File: src/rtl/simon_sequencer.sv
// Purpose : Simon memory-game controller: grows a pseudo-random colour sequence, shows it, checks the replay.
// Latency : one cycle from a start/playerPressed strobe to the resulting state; outputs decode registered state only.
// Backpress: none; strobes are sampled only in the states that use them and are ignored everywhere else.
//
// Ports:
//   clk, rst_n          - clock (rising edge), asynchronous active-low reset
//   start               - one-cycle pulse: begin a new game (honoured in IDLE/LOSE/WIN)
//   playerNum/Pressed   - player's colour and its qualifying one-cycle strobe (honoured in PLAY)
//   simonTurn           - controller owns the display (ADD/SHOW/GAP)
//   simonNum/Pressed    - colour being shown; simonNum is 0 outside SHOW
//   level               - current sequence length
//   gameOver, win       - LOSE or WIN reached; win only for a full-length replay
// Optional build macro SIMON_TIMEOUT_EN: lose after 255 PLAY cycles with no press.
module simon_sequencer #(
    parameter int MAX_LEN     = 16,
    parameter int SHOW_CYCLES = 4,
    parameter int GAP_CYCLES  = 2
) (
    input  logic       clk,
    input  logic       rst_n,
    input  logic       start,
    input  logic [1:0] playerNum,
    input  logic       playerPressed,
    output logic       simonTurn,
    output logic [1:0] simonNum,
    output logic       simonPressed,
    output logic [5:0] level,
    output logic       gameOver,
    output logic       win
);

    localparam int PW   = $clog2(MAX_LEN);
    localparam int CMAX = (SHOW_CYCLES > GAP_CYCLES) ? SHOW_CYCLES : GAP_CYCLES;
    localparam int CW   = $clog2(CMAX + 1);

    typedef enum logic [2:0] {IDLE, ADD, SHOW, GAP, PLAY, LOSE, WIN} state_t;

    state_t        state, stateNext;
    logic [7:0]    lfsr;
    logic [1:0]    seq [MAX_LEN];
    logic [5:0]    levelNext;
    logic [PW-1:0] ptr, ptrNext;
    logic [CW-1:0] cnt, cntNext;
    logic          seqWe;
    logic [5:0]    lastIdx;
    logic          atLast;
    logic [1:0]    curNum;

    assign lastIdx = level - 6'd1;
    assign atLast  = ({{(6-PW){1'b0}}, ptr} == lastIdx);
    assign curNum  = seq[ptr];

`ifdef SIMON_TIMEOUT_EN
    logic [7:0] idleCnt, idleCntNext;
`endif

    always_comb begin
        stateNext = state;
        levelNext = level;
        ptrNext   = ptr;
        cntNext   = cnt;
        seqWe     = 1'b0;
`ifdef SIMON_TIMEOUT_EN
        idleCntNext = 8'd0;
`endif
        case (state)
            IDLE: begin
                if (start) stateNext = ADD;
            end
            ADD: begin
                seqWe     = 1'b1;
                levelNext = level + 6'd1;
                ptrNext   = '0;
                cntNext   = '0;
                stateNext = SHOW;
            end
            SHOW: begin
                if (cnt == CW'(SHOW_CYCLES - 1)) begin
                    cntNext   = '0;
                    stateNext = GAP;
                end else begin
                    cntNext = cnt + 1'b1;
                end
            end
            GAP: begin
                if (cnt == CW'(GAP_CYCLES - 1)) begin
                    cntNext = '0;
                    if (atLast) begin
                        ptrNext   = '0;
                        stateNext = PLAY;
                    end else begin
                        ptrNext   = ptr + 1'b1;
                        stateNext = SHOW;
                    end
                end else begin
                    cntNext = cnt + 1'b1;
                end
            end
            PLAY: begin
                if (playerPressed) begin
                    if (playerNum != curNum) begin
                        stateNext = LOSE;
                    end else if (!atLast) begin
                        ptrNext = ptr + 1'b1;
                    end else if (level == 6'(MAX_LEN)) begin
                        stateNext = WIN;
                    end else begin
                        stateNext = ADD;
                    end
                end
`ifdef SIMON_TIMEOUT_EN
                // The first PLAY cycle sees idleCnt==0, so the 255th idle cycle sees 254.
                else if (idleCnt == 8'd254) begin
                    stateNext = LOSE;
                end else begin
                    idleCntNext = idleCnt + 8'd1;
                end
`endif
            end
            LOSE, WIN: begin
                if (start) begin
                    levelNext = 6'd0;
                    stateNext = ADD;
                end
            end
            default: stateNext = IDLE;
        endcase
    end

    always_ff @(posedge clk or negedge rst_n) begin
        if (!rst_n) begin
            state <= IDLE;
            level <= 6'd0;
            ptr   <= '0;
            cnt   <= '0;
            lfsr  <= 8'hA5;
        end else begin
            state <= stateNext;
            level <= levelNext;
            ptr   <= ptrNext;
            cnt   <= cntNext;
            // x^8+x^6+x^5+x^4+1, free-running in every state.
            lfsr  <= {lfsr[6:0], lfsr[7] ^ lfsr[5] ^ lfsr[4] ^ lfsr[3]};
        end
    end

`ifdef SIMON_TIMEOUT_EN
    always_ff @(posedge clk or negedge rst_n) begin
        if (!rst_n) idleCnt <= 8'd0;
        else        idleCnt <= idleCntNext;
    end
`endif

    // Sequence storage is deliberately left unreset; level gates what is valid.
    always_ff @(posedge clk) begin
        if (seqWe) seq[level[PW-1:0]] <= lfsr[1:0];
    end

    assign simonTurn    = (state == ADD) || (state == SHOW) || (state == GAP);
    assign simonPressed = (state == SHOW);
    assign simonNum     = (state == SHOW) ? curNum : 2'd0;
    assign gameOver     = (state == LOSE) || (state == WIN);
    assign win          = (state == WIN);

endmodule

File: config.mk
export PLATFORM = sky130hd
export DESIGN_NAME = simon_sequencer
export DESIGN_NICKNAME = d
export VERILOG_FILES = /design/src/rtl/simon_sequencer.sv
export SDC_FILE = /design/constraint.sdc
export NUM_CORES = 1
export LEC_CHECK = 0
export BUFFER_PORTS_ARGS = -buffer_cell sky130_fd_sc_hd__buf_4
export CAP_MARGIN = 20
export CORE_MARGIN = 1
export CORE_UTILIZATION = 60
export DETAILED_ROUTE_END_ITERATION = 8
export GPL_TIMING_DRIVEN = 0
export PLACE_DENSITY = 0.85
export SYNTH_ARGS = -nofsm -noshare
export SYNTH_HDL_FRONTEND = slang
export SYNTH_SLANG_ARGS = --single-unit
File: constraint.sdc
create_clock -name clk -period 2.9 [get_ports clk]
set_clock_uncertainty 0.2 [all_clocks]
set_input_delay 0.145 -clock clk [delete_from_list [all_inputs] [get_ports clk]]
set_output_delay 0.145 -clock clk [all_outputs]
set_load 0.01 [all_outputs]
# [After elaboration in Yosys (flattened, before gate mapping)]
# Memory sizes are Yosys's and may differ from the RTL's.
# Cells that the tools add are included.
[totals] ff_bits=24 latchBits=0 ramBits=32 mem_bits_ro=0 input_bits=6 out_inout_bits=12 word_cells=68 mem_count=1
[classes] addsub=4 mul=0 div_mod_pow=0 order_cmp=0 eq_ne=19 shifts=0 mux=24 bitwise_logic=3 n_reduce_logical=12
[memory_table] memory="seq" depth=16 width=2 rd=1 rd_clocked_by_memory_dff=0 write_ports=1 line="40" text="logic [1:0] seq [MAX_LEN];"
[ops] operator="$mux W3" count=10
[ops] operator="$mux W4" count=5
[ops] operator="$pmux W3 S5" count=1
[ops] operator="$pmux W4 S3" count=1
[ops] operator="$pmux W6 S2" count=1
[ops] operator="$ne A2 B2 Y1 const B" count=5
[ops] operator="$reduce_and A5 Y1" count=2
[ops] operator="$eq A3 B2 Y1 const B" count=3
[ops] operator="$eq A3 B3 Y1 const B" count=3
[ops] operator="$pmux W3 S3" count=1
[ops] operator="$add A6 B1 Y6 const B" count=1
[ops] operator="$eq A3 B1 Y1 const B" count=2
[ops] operator="$eq A4 B6 Y1" count=1
[ops] operator="$eq A6 B5 Y1 const B" count=1
[ops] operator="$mux W6" count=1
[ops] operator="$reduce_bool A3 Y1" count=2
[ops] operator="$sub A6 B1 Y6 const B" count=1
[ops] operator="$add A4 B1 Y4 const B" count=1
[ops] operator="$ne A2 B1 Y1 const B" count=2
[ops] operator="$add A3 B1 Y3 const B" count=1
[ops] operator="$logic_not A3 Y1" count=1
[ops] operator="$logic_or A1 B1 Y1" count=3
[ops] operator="$mux W1" count=3
[ops] operator="$ne A3 B3 Y1 const B" count=1
[ops] operator="other kinds (7)" count=9

# [Longest topological paths before layout]
# Gate-level depths: netlist of run 1.
[logic_depth] ltp_word=6 depth_mapped=9

# [Worst setup path before layout of run 1]
# No wires, ideal clock.
[synth_path] path_type="reg2reg" start="register level[0]" end="register ptr[0]" arrival_ns=2.231 required_time_ns=2.575 slack_ns=0.344 stages_incl_launch_ff=10 n_path_buf=0 period_less_slack_ns=2.556 cell_sequence="dfrtp_1 inv_1 ha_1 xor2_1 o32a_1 o21ai_1 nand3_2 o21a_1 o21ai_2 mux2_4"
[synth_between] elab_chain_len=5 elab_cells_between_ends=7
[synth_lines] item="from (decl)" line="27" text="output logic [5:0] level,"
[synth_lines] item="from (signal assigned)" line="139" text="level <= levelNext;"
[synth_lines] item="$sub A6 B1 Y6 *" line="49" text="assign lastIdx = level - 6'd1;"
[synth_lines] item="$eq A4 B6 Y1 *" line="50" text="assign atLast = ({{(6-PW){1'b0}}, ptr} == lastIdx);"
[synth_lines] item="$mux W4" line="88" text="if (atLast) begin"
[synth_lines] item="$mux W4" line="86" text="if (cnt == CW'(GAP_CYCLES - 1)) begin"
[synth_lines] item="$pmux W4 S3" line="66" text="case (state)"
[synth_lines] item="to (signal assigned)" line="140" text="ptr <= ptrNext;"
[synth_lines] item="to (decl)" line="42" text="logic [PW-1:0] ptr, ptrNext;"
# Mark *: on every way between the ends. The rest lies on a longest branch, timed or not. The select of a mux whose other input is x is not followed.
# A chain may end at the register's enable or synchronous reset.

# [Worst setup path in the final report of run 1]
[layout_path] start="register level[1]" end="register ptr[0]"
# Same word-level chain as after synthesis.

==> results of run 1 <==
==> layout by cell type (no fill, tap or decap), drive strengths merged, types with 4 or more instances in the layout <==
master  count
edfxtp     32
nor2       29
buf        25
dfrtp      20
mux2i      18
nand2      16
clkbuf     12
ha         11
o21ai      11
xnor2       9
inv         9
a22oi       8
nor3        7
nand3       6
xor2        5
nand2b      5
mux2        5
dfstp       4
a21o        4
==> metal layers <==
metal	up-vias	global-route usage, %	wire length, um
li1	990	-	-
met1	971	34.0	2720
met2	33	36.8	2760
met3	9	4.70	183
met4	0	8.28	102
met5	-	0	0
==> kinds of logic (layout without fill, tap and decap cells) <==
group / count (synthesis) / count (layout) / synth area share [%]
xor gates and xnor gates: 14 / 14 / 4.06
AOI/OAI and AO/OA: 48 / 48 / 12.6
buffers and inverters: 23 / 49 / 3.90
adders and majority gates: 11 / 11 / 4.56
and+or+nand+nor: 85 / 85 / 14.8
muxes: 23 / 23 / 8.08
DFF: 56 / 56 / 51.9
==> worst max-delay path by stage <==
| stage | to | startpoint | cells after the start |
|---|---|---|---|
| final | ptr[0] | level[1] | 9 |
| after global routing | ptr[0] | level[1] | 9 |
| after CTS | ptr[1] | level[0] | 9 |
| after detailed placement | ptr[1] | level[0] | 9 |
| after global placement | ptr[1] | level[0] | 9 |
| after floorplan | ptr[0] | level[0] | 9 |
==> metrics by stage <==
stage,setup slack (ns),instance area [um2]
2_1_floorplan,0.344,3020
3_3_place_gp,0.200,3230
3_5_place_dp,0.137,3230
4_1_cts,0.118,3350
5_1_grt,0.0585,3350
6_report,0.193,3350
==> power by group <==
group          switching, mW  internal [mW]
logic                  0.809          0.615
clock network          0.249          0.257
registers             0.0849          0.933
total                   1.14           1.81
==> final cells by class <==
| class | instances | area [um2] |
|---|---|---|
| fill | 345 | 1440 |
| sequential | 56 | 1570 |
| timing repair buffer | 18 | 138 |
| multi-input combinational | 181 | 1330 |
| buffer | 14 | 83.8 |
| inverter | 9 | 33.8 |
| clock inverter | 2 | 35.0 |
| tap | 67 | 83.8 |
| clock buffer | 6 | 72.6 |
==> sequential cells by signal, summed over array words and instances, names as in the netlist <==
signal	count
state	3
level	6
cnt	3
lfsr	8
ptr	4
seq	32
==> repair_timing <==
| item | CTS | global route |
|---|---|---|
| hold buffers | 1 | 0 |
| endpoints found under the setup margin | 0 | 4 |
| gates resized for setup | 0 | 1 |
| endpoints found under the hold margin | 24 | 0 |
==> metrics.csv, run 1 <==
stage,metric,value,unit
outcome,run status,finished clean,
flow_run,total of max-cap violations,0,
synthesis,area share of the largest cell type after synthesis,31.8,%
routing,count of vias placed by the detailed router,2003,
synthesis,share of flip-flops with an asynchronous set or reset,42.9,%
worst_setup_path,Critical R2R Capture,ptr[0],
synthesis,synth cell count leaders,"sky130_fd_sc_hd__edfxtp_1 (32), sky130_fd_sc_hd__nor2_1 (29), sky130_fd_sc_hd__dfrtp_1 (20)",
synthesis,Most used DFF post-synth,sky130_fd_sc_hd__edfxtp_1,
synthesis,Syn Inst Count,260,
sta,Hold Slack,0.0533,ns
synthesis,flip-flop and latch count after synthesis,56,
sta,number of hold violations in the final report,0,
floorplanning,core box area,0.00479,mm2
finish,area overhead of the layout relative to synthesis,10.9,%
power_and_ir_drop,static power due to leakage,1.29,nW
sta,transition at the pin with the smallest max-transition slack,0.700,ns
grt,initial antenna violation count,0,
grt,vias in the first global route,1919,
synthesis,Synth area leader,sky130_fd_sc_hd__edfxtp_1,
worst_setup_path,Crit Path Class,reg -> reg,
worst_setup_path,reg2reg setup slack,0.19,ns
floorplanning,I/O pin count,18,
power_and_ir_drop,maximum resistive drop on vdd,509,uV
routing,overall routed net length,5770,um
worst_setup_path,CP endpoint kind,register,
clock_network,CTS sink cnt,56,
grt,remaining global-route overflow,0,
worst_setup_path,Critical Path Slowest Stage Cell,sky130_fd_sc_hd__dfrtp_1,
worst_setup_path,cells along the critical path,"inv_1, ha_1, xor2_1, o32a_1, o21ai_1, nand3_2, o21a_1, o21ai_2, mux2_4",
worst_setup_path,combined buffer and inverter count along the critical path,1,
worst_setup_path,CP required,2.91,ns
sta,worst slew margin relative to its limit,52.9,%
sta,setup repair after global routing missed its margin,false,
synthesis,Post-synth EDFFs,32,
power_and_ir_drop,Overall Power,2.95,mW
place,number of port buffers,17,
synthesis,mean instance size in the synthesized netlist,11.6,um2
floorplanning,die width,72.9,um
sta,final slew viol count,0,
worst_setup_path,crit start category,register,
place,Detailed Place HPWL,4150,um
worst_setup_path,Worst R2R Start,level[1],
sta,time the final worst path needs with I/O delays and setup,2.71,ns
power_and_ir_drop,power per cell area,881,mW/mm2
clock_network,H-tree depth,2,
worst_setup_path,Worst Path Max Fanout,6,
sta,setup total negative slack,0,ns
routing,antenna-violating nets left,0,
finish,Diodes inserted,0,
floorplanning,starting density of the core,63.1,%
worst_setup_path,gate family responsible for the most delay along the worst path,compound AO/OA/AOI/OAI gates,
sta,final worst path period share,93.4,%
worst_setup_path,longest individual stage delay on the worst path,0.50,ns
worst_setup_path,"Data arrival, critical path",2.72,ns
synthesis,yosys synthesis warning count,0,
clock_network,Inserted Clock Buffers,5,
clock_network,Clock transition at path regs,0.10,ns
clock_network,deepest clock path buffer count,2,
grt,first-pass GRT wire length,9440,um
grt,total routing resource utilization after global routing,23.8,%
floorplanning,chip height,72.9,um
place,Placer Congestion,0.813,
sta,final setup fails,0,
synthesis,largest cells by area after synthesis,"sky130_fd_sc_hd__edfxtp_1 (32%), sky130_fd_sc_hd__dfrtp_1 (17%), sky130_fd_sc_hd__mux2i_1 (6.0%), sky130_fd_sc_hd__ha_1 (4.6%), sky130_fd_sc_hd__nor2_1 (3.6%)",
finish,Layout Nets,302,
finish,final std cells w/o fill,353,
place,Inst Count DP,344,
clock_network,post-CTS setup repair buffer count,0,
routing,first-pass iteration count of the detailed router,4,
routing,DRC errors left,0,
synthesis,share of synthesized area occupied by flip-flops and latches,51.9,%
clock_network,clock latency of the later-clocked register in the worst-skew pair,0.32,ns
grt,maximum number of pins on one net before global-route repair,25,
worst_setup_path,path depth of the worst reg2reg path,9,
floorplanning,die area,0.00532,mm2
synthesis,most common cell in the netlist,sky130_fd_sc_hd__edfxtp_1,
routing,detailed-route vias per instance,5.67,
synthesis,cell area after technology mapping,0.00302,mm2
clock_network,cell chosen for the clock root,sky130_fd_sc_hd__clkbuf_8,
clock_network,clock tree from TritonCTS,yes,
synthesis,count of unique library cells instantiated by Yosys,59,
finish,core occupancy in the finished layout,70.0,%
routing,average wire length per cell after detail routing,16.3,um
hold_path,worst hold path type,in -> async,
routing,DRC violation total after the first TritonRoute iteration,185,
synthesis,Post-Synthesis Net Count,277,
sta,Max Freq,369,MHz
finish,proportion of layout cells with a drive suffix above 1,18.5,%
floorplanning,Cell Rows,25,
Note: power is estimated with default switching activity, not from simulation.
==> run 2: changes to the inputs <==
- CORE_MARGIN: 1 -> 2
- clock period: 2.9 -> 2.8 ns (I/O delays scaled with it)
==> run 2 against run 1 <==
  * Combinational power increased by 6%
  * Total power increased by 1.0%
  * Critical path type unchanged
  * Worst hold slack improved by 0.0091 ns
  * Via count increased by 0.20%
  * Sequential cell count unchanged
  * Critical path depth decreased by 2
  * Clock-buffer cell count decreased by 1
  * Non-clock buffer count increased by 2
  * Setup slack got worse by 0.00095 ns
  * Global-route usage decreased by 1.6 points
==> metrics.csv, run 2 (synthesis results as in run 1) <==
stage,metric,value,unit,change
outcome,run status,finished clean,,unchanged
sta,Max Freq,383,MHz,was 369 MHz
sta,time the final worst path needs with I/O delays and setup,2.61,ns,was 2.71 ns
clock_network,clock latency of the later-clocked register in the worst-skew pair,0.30,ns,was 0.32 ns
sta,final setup fails,0,,unchanged
sta,transition at the pin with the smallest max-transition slack,0.695,ns,was 0.700 ns
grt,maximum number of pins on one net before global-route repair,25,,unchanged
worst_setup_path,Worst R2R Start,ptr[1],,was level[1]
clock_network,clock tree from TritonCTS,yes,,unchanged
sta,number of hold violations in the final report,0,,unchanged
power_and_ir_drop,static power due to leakage,1.29,nW,about the same
sta,final slew viol count,0,,unchanged
place,Placer Congestion,0.865,,was 0.813
finish,proportion of layout cells with a drive suffix above 1,19.8,%,was 18.5%
finish,"flip-flop count of the largest register, all copies and words added",32,,unchanged
floorplanning,die area,0.00561,mm2,was 0.00532 mm2
finish,Diodes inserted,0,,unchanged
floorplanning,die width,74.9,um,was 72.9 um
worst_setup_path,Critical R2R Capture,ptr[1],,was ptr[0]
clock_network,CTS sink cnt,56,,unchanged
finish,number of filler cells placed in the layout,357,,was 345
routing,average wire length per cell after detail routing,16.1,um,was 16.3 um
floorplanning,I/O pin count,18,,unchanged
place,Detailed Place HPWL,4060,um,was 4150 um
worst_setup_path,Crit Path Class,reg -> reg,,unchanged
worst_setup_path,path depth of the worst reg2reg path,7,,was 9
sta,final worst path period share,93.1,%,was 93.4%
finish,Post-Layout Inst Area,0.00335,mm2,unchanged
grt,initial antenna violation count,0,,unchanged
flow_run,total of max-cap violations,0,,unchanged
place,number of port buffers,17,,unchanged
floorplanning,Cell Rows,25,,unchanged
worst_setup_path,Worst Path Max Fanout,8,,was 6
worst_setup_path,Critical Path Source,ptr[1],,was level[1]
worst_setup_path,last element of the critical path,ptr[1],,was ptr[0]
routing,antenna-violating nets left,0,,unchanged
worst_setup_path,CP required,2.79,ns,was 2.91 ns
routing,first-pass iteration count of the detailed router,4,,unchanged
worst_setup_path,Critical Path Slowest Stage Cell,sky130_fd_sc_hd__dfrtp_1,,unchanged
worst_setup_path,Worst path depth,7,,was 9
worst_setup_path,reg2reg setup slack,0.19,ns,about the same
hold_path,worst hold path type,in -> async,,unchanged
floorplanning,starting density of the core,63.1,%,unchanged
worst_setup_path,cells along the critical path,"and2b_1, a22oi_1, a21o_1, a221oi_2, a21o_2, o21ai_2, mux2_4",,"was inv_1, ha_1, xor2_1, o32a_1, o21ai_1, nand3_2, o21a_1, o21ai_2, mux2_4"
routing,DRC errors left,0,,unchanged
worst_setup_path,combined buffer and inverter count along the critical path,0,,was 1
routing,count of vias placed by the detailed router,2007,,was 2003
clock_network,deepest clock path buffer count,2,,unchanged
finish,total area of sequential cells,0.00157,mm2,about the same
place,post-place instance area,0.00323,mm2,unchanged
grt,vias in the first global route,1975,,was 1919
worst_setup_path,crit start category,register,,unchanged
finish,"commonest non-fill, non-tap cell in the layout",sky130_fd_sc_hd__edfxtp_1,,unchanged
sta,setup repair after global routing missed its margin,false,,unchanged
finish,Layout Nets,304,,was 302
worst_setup_path,CP endpoint kind,register,,unchanged
grt,total routing resource utilization after global routing,22.2,%,was 23.8%
grt,first-pass GRT wire length,9250,um,was 9440 um
floorplanning,core box area,0.00479,mm2,unchanged
routing,overall routed net length,5730,um,was 5770 um
finish,most frequent cells in the layout,"sky130_fd_sc_hd__edfxtp_1 (32), sky130_fd_sc_hd__nor2_1 (29), sky130_fd_sc_hd__buf_4 (20)",,"was sky130_fd_sc_hd__edfxtp_1 (32), sky130_fd_sc_hd__nor2_1 (29), sky130_fd_sc_hd__dfrtp_1 (19)"
sta,setup total negative slack,0,ns,unchanged
clock_network,H-tree depth,2,,unchanged
power_and_ir_drop,power per cell area,889,mW/mm2,was 881 mW/mm2
clock_network,Inserted Clock Buffers,5,,unchanged
floorplanning,chip height,74.9,um,was 72.9 um
routing,detailed-route vias per instance,5.65,,was 5.67
sta,worst slew margin relative to its limit,53.2,%,was 52.9%
grt,remaining global-route overflow,0,,unchanged
finish,area used by multi-input combinational logic,0.00133,mm2,unchanged
worst_setup_path,"Data arrival, critical path",2.60,ns,was 2.72 ns
finish,area overhead of the layout relative to synthesis,10.9,%,unchanged
worst_setup_path,longest individual stage delay on the worst path,0.52,ns,was 0.50 ns
clock_network,cell chosen for the clock root,sky130_fd_sc_hd__clkbuf_8,,unchanged
clock_network,Clock transition at path regs,0.10,ns,about the same
worst_setup_path,gate family responsible for the most delay along the worst path,compound AO/OA/AOI/OAI gates,,unchanged
power_and_ir_drop,maximum resistive drop on vdd,518,uV,was 509 uV
routing,DRC violation total after the first TritonRoute iteration,147,,was 185
-- run 2: changes by cell type in the layout (fill, tap and decap cells not counted), sizes merged --
cell / previous run / this run
inv: 9 / 10
buf: 25 / 27
clkbuf: 12 / 11
bufinv: 1 / 0
clkinvlp: 0 / 1
-- run 2: cell type report --
cell class                      count  area share, %
Clock buffer                        5           2.06
Buffer                             14           2.50
Timing Repair Buffer               20           4.56
Clock inverter                      3          0.673
Sequential cell                    56           46.9
Multi-Input combinational cell    181           39.8
Inverter                            9           1.01
Tap cell                           67           2.50
-- run 2: stage by stage --
stage	worst slack, ns	cells	utilization, %	total power, mW	hold WS [ns]
final	0.192	355	70.0	2.98	0.0625
after global routing	0.0485	355	70.0	3.20	0.0926
after CTS	0.00375	353	69.6	2.96	0.0692
after detailed placement	0.00779	344	67.5	2.52	-0.135
after global placement	0.104	344	67.5	2.48	-0.147
after floorplan	0.244	260	-	2.17	-0.356
-- run 2: worst reg2reg max path, delay by kind of cell (launching register included) --
kind,cells,cell delay (ns)
flops,1,0.52
compound gates,5,1.16
simple gates,1,0.30
mux,1,0.33
-- run 2: how the worst min path moves through the flow --
stage,to,depth (start not counted),slack (ns)
CTS,ptr[3],2,0.07
global route,ptr[3],2,0.09
global placement,ptr[1],1,-0.15
finish,ptr[3],2,0.06
floorplan,cnt[0],0,-0.36
detailed placement,ptr[0],1,-0.14
-- run 2: metal layers --
layer  vias to the layer above  global-route usage [%]  routed length, um
met5                         -                       0                  0
met1                       972                    29.7               2600
li1                        990                       -                  -
met2                        41                    36.1               2900
met3                         4                    4.69                173
met4                         0                    8.13                 58
-- run 2: repair_timing --
item | CTS | global route
resized for setup | 0 | 2
hold endpoints to repair | 24 | 0
setup buffers | 0 | 2
endpoints found under the setup margin | 0 | 4
hold buffers | 1 | 0
-- run 2: where the power goes --
part | internal (mW) | leakage [nW] | switching (mW) | total [mW]
Clock | 0.179 | 0.0447 | 0.259 | 0.438
Combinational | 0.653 | 0.654 | 0.843 | 1.50
Sequential | 0.968 | 0.592 | 0.0768 | 1.04
